--- src/rtl/seg_display_monitor.sv ---
// seg_display_monitor: receive-side decoder for a multiplexed 4-digit
// 7-segment bus. Filters glitches, decodes each accepted digit back to BCD,
// assembles MM:SS frames, counts decode errors and flags a stalled display.
module seg_display_monitor #(
  parameter int STABLE_CYCLES  = 1000,
  parameter int TIMEOUT_CYCLES = 2000000
) (
  input  logic       clk,
  input  logic       rst,
  input  logic [3:0] anode_in,
  input  logic [6:0] seg_in,
  output logic [5:0] minutes,
  output logic [5:0] seconds,
  output logic [3:0] digit_blank,
  output logic       frame_valid,
  output logic       decode_err,
  output logic [7:0] err_count,
  output logic       stale
);

  localparam int CNT_W = $clog2(STABLE_CYCLES + 1);
  localparam int TO_W  = $clog2(TIMEOUT_CYCLES + 1);

  localparam logic [CNT_W-1:0] STABLE_MAX  = CNT_W'(STABLE_CYCLES);
  localparam logic [CNT_W-1:0] STABLE_LAST = CNT_W'(STABLE_CYCLES - 1);
  localparam logic [TO_W-1:0]  TO_MAX      = TO_W'(TIMEOUT_CYCLES);

  // Segment pattern -> {legal, value}; blank and illegal both report legal=0.
  function automatic logic [4:0] seg_decode(input logic [6:0] seg);
    logic [4:0] r;
    case (seg)
      7'b0000001: r = {1'b1, 4'd0};
      7'b1001111: r = {1'b1, 4'd1};
      7'b0010010: r = {1'b1, 4'd2};
      7'b0000110: r = {1'b1, 4'd3};
      7'b1001100: r = {1'b1, 4'd4};
      7'b0100100: r = {1'b1, 4'd5};
      7'b0100000: r = {1'b1, 4'd6};
      7'b0001111: r = {1'b1, 4'd7};
      7'b0000000: r = {1'b1, 4'd8};
      7'b0000100: r = {1'b1, 4'd9};
      default:    r = {1'b0, 4'd0};
    endcase
    return r;
  endfunction

  // Anode select -> {valid, position}; position 3 = minutes tens .. 0 = seconds ones.
  function automatic logic [2:0] anode_decode(input logic [3:0] an);
    logic [2:0] r;
    case (an)
      4'b0111: r = {1'b1, 2'd3};
      4'b1011: r = {1'b1, 2'd2};
      4'b1101: r = {1'b1, 2'd1};
      4'b1110: r = {1'b1, 2'd0};
      default: r = {1'b0, 2'd0};
    endcase
    return r;
  endfunction

  // Registered state
  logic [10:0]      sync1_q, sync2_q;
  logic [CNT_W-1:0] stab_cnt_q, stab_cnt_d;
  logic [3:0][3:0]  digit_q, digit_d;
  logic [3:0]       pend_q, pend_d;
  logic [3:0]       mask_q, mask_d;
  logic [5:0]       minutes_q, minutes_d;
  logic [5:0]       seconds_q, seconds_d;
  logic [3:0]       blank_q, blank_d;
  logic             fv_q, fv_d;
  logic             err_q, err_d;
  logic [7:0]       err_cnt_q, err_cnt_d;
  logic [TO_W-1:0]  to_cnt_q, to_cnt_d;
  logic             stale_q, stale_d;

  // Decode helpers
  logic       change_s;
  logic       accept_s;
  logic       take_s;
  logic       an_ok_s;
  logic [1:0] pos_s;
  logic       seg_ok_s;
  logic [3:0] seg_val_s;
  logic       seg_blank_s;
  logic       range_bad_s;

  // Next-state logic: glitch filter, digit decode, frame assembly, timeout.
  always_comb begin
    stab_cnt_d = stab_cnt_q;
    digit_d    = digit_q;
    pend_d     = pend_q;
    mask_d     = mask_q;
    minutes_d  = minutes_q;
    seconds_d  = seconds_q;
    blank_d    = blank_q;
    fv_d       = 1'b0;
    err_d      = 1'b0;
    err_cnt_d  = err_cnt_q;
    to_cnt_d   = to_cnt_q;
    stale_d    = stale_q;

    // The word entering sync2 this edge is compared against the one leaving it.
    change_s = (sync1_q != sync2_q);
    if (change_s) begin
      stab_cnt_d = '0;
    end else if (stab_cnt_q != STABLE_MAX) begin
      stab_cnt_d = stab_cnt_q + CNT_W'(1);
    end else begin
      stab_cnt_d = stab_cnt_q;
    end
    // Fires only on the step into saturation, so once per stable period.
    accept_s = !change_s && (stab_cnt_q == STABLE_LAST);

    {an_ok_s, pos_s}        = anode_decode(sync2_q[10:7]);
    {seg_ok_s, seg_val_s}   = seg_decode(sync2_q[6:0]);
    seg_blank_s             = (sync2_q[6:0] == 7'b1111111);
    // Positions 3 and 1 hold tens digits, which cannot exceed 5.
    range_bad_s             = pos_s[0] && (seg_val_s > 4'd5);
    take_s                  = accept_s && an_ok_s;

    // Publish the frame from the mask/digits as they stood before this edge.
    if (mask_q == 4'b1111) begin
      fv_d      = 1'b1;
      minutes_d = 6'(digit_q[3]) * 6'd10 + 6'(digit_q[2]);
      seconds_d = 6'(digit_q[1]) * 6'd10 + 6'(digit_q[0]);
      blank_d   = pend_q;
      mask_d    = 4'b0000;
    end else begin
      fv_d      = 1'b0;
    end

    if (take_s) begin
      if (seg_blank_s) begin
        mask_d[pos_s] = 1'b1;
        pend_d[pos_s] = 1'b1;
      end else if (seg_ok_s && !range_bad_s) begin
        digit_d[pos_s] = seg_val_s;
        pend_d[pos_s]  = 1'b0;
        mask_d[pos_s]  = 1'b1;
      end else begin
        err_d = 1'b1;
        if (err_cnt_q != 8'hFF) begin
          err_cnt_d = err_cnt_q + 8'd1;
        end else begin
          err_cnt_d = err_cnt_q;
        end
      end
    end else begin
      err_d = 1'b0;
    end

    if (take_s) begin
      to_cnt_d = '0;
    end else if (to_cnt_q != TO_MAX) begin
      to_cnt_d = to_cnt_q + TO_W'(1);
    end else begin
      to_cnt_d = to_cnt_q;
    end
    stale_d = (to_cnt_d >= TO_MAX);
  end

  // State registers with synchronous active-low reset; synchronizers idle high.
  always_ff @(posedge clk) begin
    if (!rst) begin
      sync1_q    <= 11'h7FF;
      sync2_q    <= 11'h7FF;
      stab_cnt_q <= '0;
      digit_q    <= '0;
      pend_q     <= 4'b0000;
      mask_q     <= 4'b0000;
      minutes_q  <= 6'd0;
      seconds_q  <= 6'd0;
      blank_q    <= 4'b0000;
      fv_q       <= 1'b0;
      err_q      <= 1'b0;
      err_cnt_q  <= 8'd0;
      to_cnt_q   <= '0;
      stale_q    <= 1'b0;
    end else begin
      sync1_q    <= {anode_in, seg_in};
      sync2_q    <= sync1_q;
      stab_cnt_q <= stab_cnt_d;
      digit_q    <= digit_d;
      pend_q     <= pend_d;
      mask_q     <= mask_d;
      minutes_q  <= minutes_d;
      seconds_q  <= seconds_d;
      blank_q    <= blank_d;
      fv_q       <= fv_d;
      err_q      <= err_d;
      err_cnt_q  <= err_cnt_d;
      to_cnt_q   <= to_cnt_d;
      stale_q    <= stale_d;
    end
  end

  assign minutes     = minutes_q;
  assign seconds     = seconds_q;
  assign digit_blank = blank_q;
  assign frame_valid = fv_q;
  assign decode_err  = err_q;
  assign err_count   = err_cnt_q;
  assign stale       = stale_q;

endmodule

--- config.mk ---
export PLATFORM = sky130hd
export DESIGN_NAME = seg_display_monitor
export DESIGN_NICKNAME = d
export VERILOG_FILES = /design/src/rtl/seg_display_monitor.sv
export SDC_FILE = /design/constraint.sdc
export NUM_CORES = 1
export LEC_CHECK = 0
export ABC_AREA = 1
export BUFFER_PORTS_ARGS = -buffer_cell sky130_fd_sc_hd__buf_2
export CAP_MARGIN = 20
export CELL_PAD_IN_SITES_DETAIL_PLACEMENT = 1
export CELL_PAD_IN_SITES_GLOBAL_PLACEMENT = 1
export CORE_ASPECT_RATIO = 1.1
export CORE_MARGIN = 8
export CORE_UTILIZATION = 47
export CTS_CLUSTER_SIZE = 24
export DETAILED_ROUTE_END_ITERATION = 12
export PLACE_DENSITY_LB_ADDON = 0.1
export SETUP_SLACK_MARGIN = 0.4
export SYNTH_ARGS = -nofsm -noshare
export SYNTH_HDL_FRONTEND = slang
export SYNTH_SLANG_ARGS = --single-unit
--- constraint.sdc ---
create_clock -name clk -period 4.07 [get_ports clk]
set_input_delay 0.814 -clock clk [delete_from_list [all_inputs] [get_ports clk]]
set_output_delay 0.814 -clock clk [all_outputs]
set_load 0.02 [all_outputs]
# ---- Word level (Yosys, flattened, before mapping)
# Cells that the tools add are included.
# Widths: inputs -> output; s select.
dict set report totals {
  out_inout_bits 27
  in_bits 13
  regBits 104
  word_cells 87
}
dict set report classes {
  addsub 5
  eq_ne 20
  reduce_logical 14
  mux 17
  mul 2
  n_lt_le_gt_ge 4
  n_bitwise 8
}
# operator n
set op_table {}
lappend op_table {{$pmux 5 s10} 1}
lappend op_table {{$mux 21} 2}
lappend op_table {{$mux 4} 7}
lappend op_table {{$add 21x1->21 const B} 1}
lappend op_table {{$eq 7x7->1 const B} 3}
lappend op_table {{$ge 21x21->1 const B} 1}
lappend op_table {{$ne 21x21->1 const B} 1}
lappend op_table {{$bwmux 16} 1}
lappend op_table {{$eq 4x4->1 const B} 4}
lappend op_table {{$eq 7x3->1 const B} 2}
lappend op_table {{$eq 7x6->1 const B} 2}
lappend op_table {{$add 6x4->6} 2}
lappend op_table {{$pmux 3 s4} 1}
lappend op_table {{$ne 11x11->1} 1}
lappend op_table {{$add 10x1->10 const B} 1}
lappend op_table {{$eq 10x10->1 const B} 1}
lappend op_table {{$mul 4x3->5 const B} 2}
lappend op_table {{$ne 10x10->1 const B} 1}
lappend op_table {{$add 8x1->8 const B} 1}
lappend op_table {{$demux 4 s2} 1}
lappend op_table {{$ne 8x8->1 const B} 1}
lappend op_table {{$or 4x4->4} 2}
lappend op_table {{$eq 7x1->1 const B} 1}
lappend op_table {{$eq 7x4->1 const B} 1}
lappend op_table {{19 further kinds} 29}

# ---- Longest topological paths before layout
# Gate-level depths: netlist of run 1.
dict set report depth {
  ltp_word 10
  depth_mapped 16
  ltp_nobuf 15
}

# ---- Least setup slack after synthesis of run 1
# No wires, ideal clock.
dict set report synth_path {
  path_type {register -> register}
  startpoint {register stab_cnt_q[0]}
  endpoint {register digit_q[10] (netlist name)}
  n_path_buf 0
  synth_period_minus_slack_ns 1.820
  arrival_ns 1.700
  path_stages_with_launch 13
  setup_ns 0.119
  setup_slack_ns 2.250
  required_ns 3.951
  path_cell_list {dfxtp_1 -> ha_1 -> nand2_1 -> inv_2 -> nand2_1 -> nor3_2 -> nand2_1 -> nor2_4 -> nand2_4 -> nor2_8 -> nand2_4 -> o21ai_0 -> a21oi_1}
}
dict set report synth_between {
  elab_chain_len 4
}
# element line
set synth_rtl {}
lappend synth_rtl {{start, declared} 62} ;# logic [CNT_W-1:0] stab_cnt_q, stab_cnt_d;
lappend synth_rtl {{start signal, assigned} 181} ;# stab_cnt_q <= stab_cnt_d;
lappend synth_rtl {{$eq 10x10->1} 111} ;# accept_s = !change_s && (stab_cnt_q == STABLE_LAST);
lappend synth_rtl {{$logic_and 1x1->1} 111}
lappend synth_rtl {{$logic_and 1x1->1} 118} ;# take_s = accept_s && an_ok_s;
lappend synth_rtl {{$reduce_and 3->1 (no line)} -}
lappend synth_rtl {{end signal, assigned} 182} ;# digit_q <= digit_d;
lappend synth_rtl {{end, declared} 63} ;# logic [3:0][3:0] digit_q, digit_d;
# Every way passes these cells.
# A chain may end at the register's enable or synchronous reset.

# ---- Final worst setup path of run 1
dict set report layout_path {
  startpoint {register stab_cnt_q[1]}
  endpoint {register err_cnt_q[0], in the netlist err_count[0]}
}
dict set report layout_between {
  elab_chain_len 4
}
# element line
set layout_rtl {}
lappend layout_rtl {{$eq 10x10->1} 111}
lappend layout_rtl {{$logic_and 1x1->1} 111}
lappend layout_rtl {{$logic_and 1x1->1} 118}
lappend layout_rtl {{$reduce_and 4->1 (no line)} -}
lappend layout_rtl {{end signal, assigned} 190} ;# err_cnt_q <= err_cnt_d;
lappend layout_rtl {{end, declared} 71} ;# logic [7:0] err_cnt_q, err_cnt_d;
# Every way passes these cells.

==> run summary, run 1 <==
Area after DPL: 5450 µm²
WP data arrival: 2.65 ns
Post-CTS setup buffer count: 0
Final critical-path required period: 2.43 ns
Worst slew margin: 48.7%
Register area: 2080 µm²
Fillcell total: 1412
Max incr delay on CP: 0.47 ns
Gr usage total: 18.5%
Required @ worst endpoint: 4.29 ns
Core region area: 10800 µm²
Design Power: 2010 µW
RePlAce Congestion: 0.835
Mean Syn Cell Area: 7.37 µm²
Layout cell share with drive strength beyond 1: 14.8%
Maximum clock rate: 412 MHz
Post-CTS Hold Fix Bufs: 0
Final Max Slew Viols: 0
Global-route congestion overflow total: 0
Vias in the first global route: 4725
Post-Synthesis Net Count: 729
Max Cap Viol: 0
Worst Skew: 0.0109 ns
Static leakage: 0.00264 µW
Avg WL per Cell: 14.5 µm
Non-Filler Instances: 884
Yosys warns: 0
Via density: 5.12
CP startpoint: stab_cnt_q[1]$_SDFFE_PP0P_
Clock latency on the worst-skew pair: 0.36 ns
Setup-failing EPs final: 0
DRC Markers: 0
Detailed-route via count: 4525
VDD IR max: 0.175 mV
Hold Violations, Final: 0
Initial Utilization: 47.5%
Layout area overhead: 11.9%
Status: complete, no violations
CTS tree: built
Die Wd: 116 µm
Crit path launch type: register
Netlist cell types: 43
Fin area: 5750 µm²
RSZ-0062 raised after global routing: false
Clock transition at path regs: 0.07 ns
CP dominant cell by count: nand2_1
Met2 wire len: 6.59 mm
Synth Register Bits: 104
Setup_tns: 0 ns
CTS buffer count: 9
Synth Cell Area: 5140 µm²
Pin count of the biggest net entering global routing: 47
Register area share after synthesis: 40.5%
IO Pins: 40
Setup crit end kind: register
Dpl cells: 868
Die Y: 126 µm
Antenna-violating nets left: 0
Final net count: 764
Placement row count: 40
Final wirelength: 12.8 mm
Clk sinks: 104
Port bufs: 39
Detailed placement HPWL: 9.70 mm
Ant diodes: 0
CTS root buffer: clkbuf_16
Slew @ Worst Pin: 0.769 ns
Wl on met1: 5.63 mm
First-pass GRT wire length: 21.8 mm
CP max FO: 16
Slowest-stage cell, CP: nand4_2
Met3 wire len: 277 µm
Min-delay src: sync1_q[3]$_SDFF_PN1_
Reg-to-reg startpoint: stab_cnt_q[1]$_SDFFE_PP0P_
Number of gates resized after CTS: 0
Crit-path cells: ha_1 > nand2_1 > inv_2 > nand2_1 > nor3_2 > nand4_2 > nor2_4 > nand3_4 > xor2_1 > nor2_1
Type of the worst setup path: register to register
Pwr dens: 350 nW/µm²
Top sig layer: met4
Drt pass-1 iters: 6
Gate Count Post-Synth: 697
First DRT Iteration DRCs: 152
Multi-input gate area: 2610 µm²
Hold Crit Class: register to register
Final worst-path cycle share: 59.6%
Die area: 14500 µm²
Bufs on Longest Clock Path: 2
Initial antenna violation count: 0
CTS HTree Levels: 3
==> synth_stat cells, drive strengths merged <==
master,count,area (µm²)
nand4,19,131
and3,1,6.26
xnor2,11,96.3
buf,5,40.0
nor4,4,25.0
nor2,85,368
a31oi,1,6.26
clkinv,2,8.75
nor3b,2,15.0
nor3,14,90.1
ha,17,213
a21oi,48,259
nand3,31,173
inv,94,353
xor2,18,158
or2,16,100
fa,2,40.0
mux2i,1,10.0
a211oi,2,15.0
o21ai,32,164
o311ai,1,8.76
clkbuf,12,45.0
dfxtp,104,2080
nand3b,2,15.0
nand2,169,679
o221ai,4,35.0
==> worst paths after layout <==
path	end	slack [ns]	cells after the start
max	err_count[0]$_SDFFE_PN0P_	1.64	10
min	sync2_q[3]$_SDFF_PN1_	0.45	2
max reg2reg	err_count[0]$_SDFFE_PN0P_	1.64	10
min reg2reg	sync2_q[3]$_SDFF_PN1_	0.45	2
==> routing by layer <==
layer / track usage, % / vias up
li1: - / 2297
met1: 20.6 / 2161
met2: 33.2 / 44
met3: 3.01 / 23
met4: 8.48 / 0
met5: 0 / -
==> logic make-up after synthesis <==
kind of cell    after synthesis  share of synthesized area [%]
simple gates                343                           31.2
buf+inv                     113                           8.70
flops                       104                           40.5
compound gates               88                           9.50
xor+xnor                     29                           4.95
fa+ha+maj                    19                           4.92
mux                           1                          0.195
==> power by group <==
part	internal [µW]	total, µW	switching, µW
Combinational	27.5	81.5	54.0
Clock	483	887	404
Sequential	1030	1040	13.0
==> sequential cells by signal, indices dropped and copies added (netlist names), named ones only <==
name and flops:
stale 1, sync1_q 11, sync2_q 11, stab_cnt_q 10, frame_valid 1, to_cnt_q 21
digit_q 16, digit_blank 4, decode_err 1, minutes 6, err_count 8, mask_q 4
seconds 6
==> cell usage in the layout, fill, tap and decap left out, types with 3 or more instances in the layout <==
master / instances
nor4_1: 4
nor2_1: 79
nor3_2: 4
a21oi_1: 45
dfxtp_1: 104
nand2_1: 161
clkbuf_16: 9
nor2_4: 4
o21ai_0: 25
nand4_1: 17
xnor2_1: 11
nand2_4: 5
inv_1: 85
or2_2: 16
o21ai_1: 6
nand3_1: 29
nand2_2: 3
o221ai_1: 4
inv_2: 9
nor3_1: 10
xor2_1: 18
ha_1: 17
buf_2: 39
==> worst max-delay path: cells and delay by family, from the launching register on <==
kind | cells | cell delay, ns
flops | 1 | 0.37
simple gates | 7 | 1.49
xor+xnor | 1 | 0.17
buf+inv | 1 | 0.08
fa+ha+maj | 1 | 0.18
==> through the flow <==
step,setup WS [ns],utilization [%],hold slack (ns)
2_1_floorplan,2.25,-,0.416
3_3_place_gp,1.56,50.4,0.426
3_5_place_dp,1.46,50.4,0.437
4_1_cts,1.62,53.2,0.454
5_1_grt,1.34,53.2,0.466
6_report,1.64,53.2,0.448
==> layout make-up <==
| cell class | count | share of cell area (%) |
|---|---|---|
| inverter | 96 | 6.29 |
| clock buffer | 9 | 3.92 |
| timing repair buffer | 41 | 3.66 |
| sequential | 104 | 36.2 |
| clock inverter | 7 | 1.35 |
| tap | 147 | 3.20 |
| multi-input combinational | 480 | 45.4 |
No activity file was read; power rests on OpenSTA's default activity.
==> inputs of run 2 (changes only) <==
- CORE_UTILIZATION: 47 -> 44
- clock period: 4.07 -> 2.45 ns (I/O delays scaled with it)
==> run 2 against run 1 <==
Net effect:
- final area is 3.8% higher
- highest routed layer unchanged
- largest power group unchanged
- non-clock buffer count is 8 higher
- count of clock-buffer cells in the layout is 1 higher
==> run summary, run 2 (same netlist as run 1, synthesis figures left out) <==
Largest register FFs: 21
Final critical-path required period: 1.94 ns
Final Max Slew Viols: 0
Fillcell total: 1449
Hold Violations, Final: 0
IO Pins: 40
Pin count of the biggest net entering global routing: 39
Detailed placement HPWL: 10.3 mm
Required @ worst endpoint: 2.69 ns
Vias in the first global route: 4771
Clock latency on the worst-skew pair: 0.35 ns
Commonest non-fill, non-tap cells in the layout: nand2_1 (156), dfxtp_1 (95), inv_1 (85)
Largest Register: to_cnt_q
Clock transition at path regs: 0.07 ns
Final net count: 772
WP data arrival: 2.18 ns
Pwr dens: 566 nW/µm²
CP max FO: 7
Setup-failing EPs final: 0
Max Cap Viol: 0
Die Wd: 119 µm
Die area: 15400 µm²
Crit path launch type: register
Bufs on Longest Clock Path: 2
Fin area: 5970 µm²
Ant diodes: 0
Placement row count: 41
Post-Place Setup Slack: 0.334 ns
Avg WL per Cell: 15.4 µm
Detailed-route via count: 4555
Gr usage total: 17.9%
Initial antenna violation count: 0
Port bufs: 39
FF-to-FF End: digit_q[10]$_SDFFE_PN0P_
Final worst-path cycle share: 79.0%
Largest regs: to_cnt_q (21), digit_q (16)
Core region area: 11400 µm²
RSZ-0062 raised after global routing: true
CTS tree: built
Initial Utilization: 44.9%
Antenna-violating nets left: 0
Slew @ Worst Pin: 0.643 ns
VDD IR max: 0.352 mV
Leading cell type in the layout, fill and taps excluded: nand2_1
Final worst setup slack: 0.514 ns
Fin Hold WS: 0.329 ns
Via density: 5.09
Die Y: 129 µm
CTS root buffer: clkbuf_16
Layout cell share with drive strength beyond 1: 19.6%
CTS HTree Levels: 3
CP startpoint: stab_cnt_q[0]$_SDFFE_PP0P_
Global-route congestion overflow total: 0
Area after DPL: 5480 µm²
Layout area overhead: 16.2%
Drt pass-1 iters: 4
DRC Markers: 0
Worst Skew: 0.00707 ns
First DRT Iteration DRCs: 223
CP endpoint: digit_q[10]$_SDFFE_PN0P_
Maximum clock rate: 517 MHz
Setup crit end kind: register
CTS buffer count: 9
RePlAce Congestion: 0.906
Status: complete, no violations
Setup_tns: 0 ns
Clk sinks: 104
First-pass GRT wire length: 22.6 mm
Worst r2r path cells: 12
Final wirelength: 13.8 mm
Type of the worst setup path: register to register
Reg-to-reg startpoint: stab_cnt_q[0]$_SDFFE_PP0P_
Static leakage: 0.00272 µW
Internal reg-to-reg setup slack: 0.51 ns
Hold Crit Class: input port to register
Worst slew margin: 57.1%
-- run 2: routing by layer --
metal / GRT usage (%) / wire (µm) / vias to the layer above
met1: 19.7 / 5790 / 2178
met4: 6.63 / 289 / 0
li1: - / - / 2299
met2: 33.8 / 7300 / 56
met3: 2.65 / 374 / 22
met5: 0 / 0 / -
-- run 2: critical path, cell delays in order (launching register included) --
cell	delay, ns
dfxtp_2	0.37
ha_4	0.14
nand2_2	0.07
inv_2	0.08
nand2_1	0.08
nor3_4	0.26
nand2_2	0.11
nor2_4	0.13
nand2_4	0.09
nor2_8	0.17
nand2_4	0.11
o21ai_1	0.16
a21oi_1	0.06
-- run 2: where the power goes --
part | leakage [µW] | total [µW] | switching, µW | internal [µW]
registers | 0.000842 | 1730 | 21.3 | 1710
logic | 0.00173 | 153 | 101 | 51.2
clock network | 0.000149 | 1490 | 667 | 825
total | 0.00272 | 3380 | 789 | 2590
-- run 2: stage by stage --
stage               cells  total power (µW)  utilization (%)
global route          895              3500             52.2
detailed placement    875              1920             47.9
CTS                   891              3400             50.7
floorplan             697              1870                -
global placement      875              1910             47.9
finish                895              3380             52.2
-- run 2: worst min-delay path by stage --
stage / end / startpoint / depth (start not counted) / slack (ns)
2_1_floorplan: sync2_q[8]$_SDFF_PN1_ / sync1_q[8]$_SDFF_PN1_ / 2 / 0.42
3_3_place_gp: sync2_q[8]$_SDFF_PN1_ / sync1_q[8]$_SDFF_PN1_ / 2 / 0.43
3_5_place_dp: sync2_q[8]$_SDFF_PN1_ / sync1_q[8]$_SDFF_PN1_ / 2 / 0.45
4_1_cts: sync1_q[5]$_SDFF_PN1_ / seg_in[5] / 2 / 0.32
5_1_grt: sync1_q[9]$_SDFF_PN1_ / anode_in[2] / 2 / 0.32
6_report: sync1_q[1]$_SDFF_PN1_ / seg_in[1] / 2 / 0.33
-- run 2: layout make-up --
type                            instances  area (µm²)  share of cell area, %
Inverter                               96         362                   6.06
Tap cell                              150         188                   3.14
Clock buffer                           10         239                   4.00
Timing Repair Buffer                   49         290                   4.86
Clock inverter                          6        68.8                   1.15
Sequential cell                       104        2090                   35.1
Multi-Input combinational cell        480        2730                   45.7
-- run 2: what timing repair did --
action	CTS	global route
resized for setup	9	33
endpoints found under the setup margin	11	36
buffers inserted	0	4
hold buffers	0	0
gates cloned	0	0
pin swaps	1	5
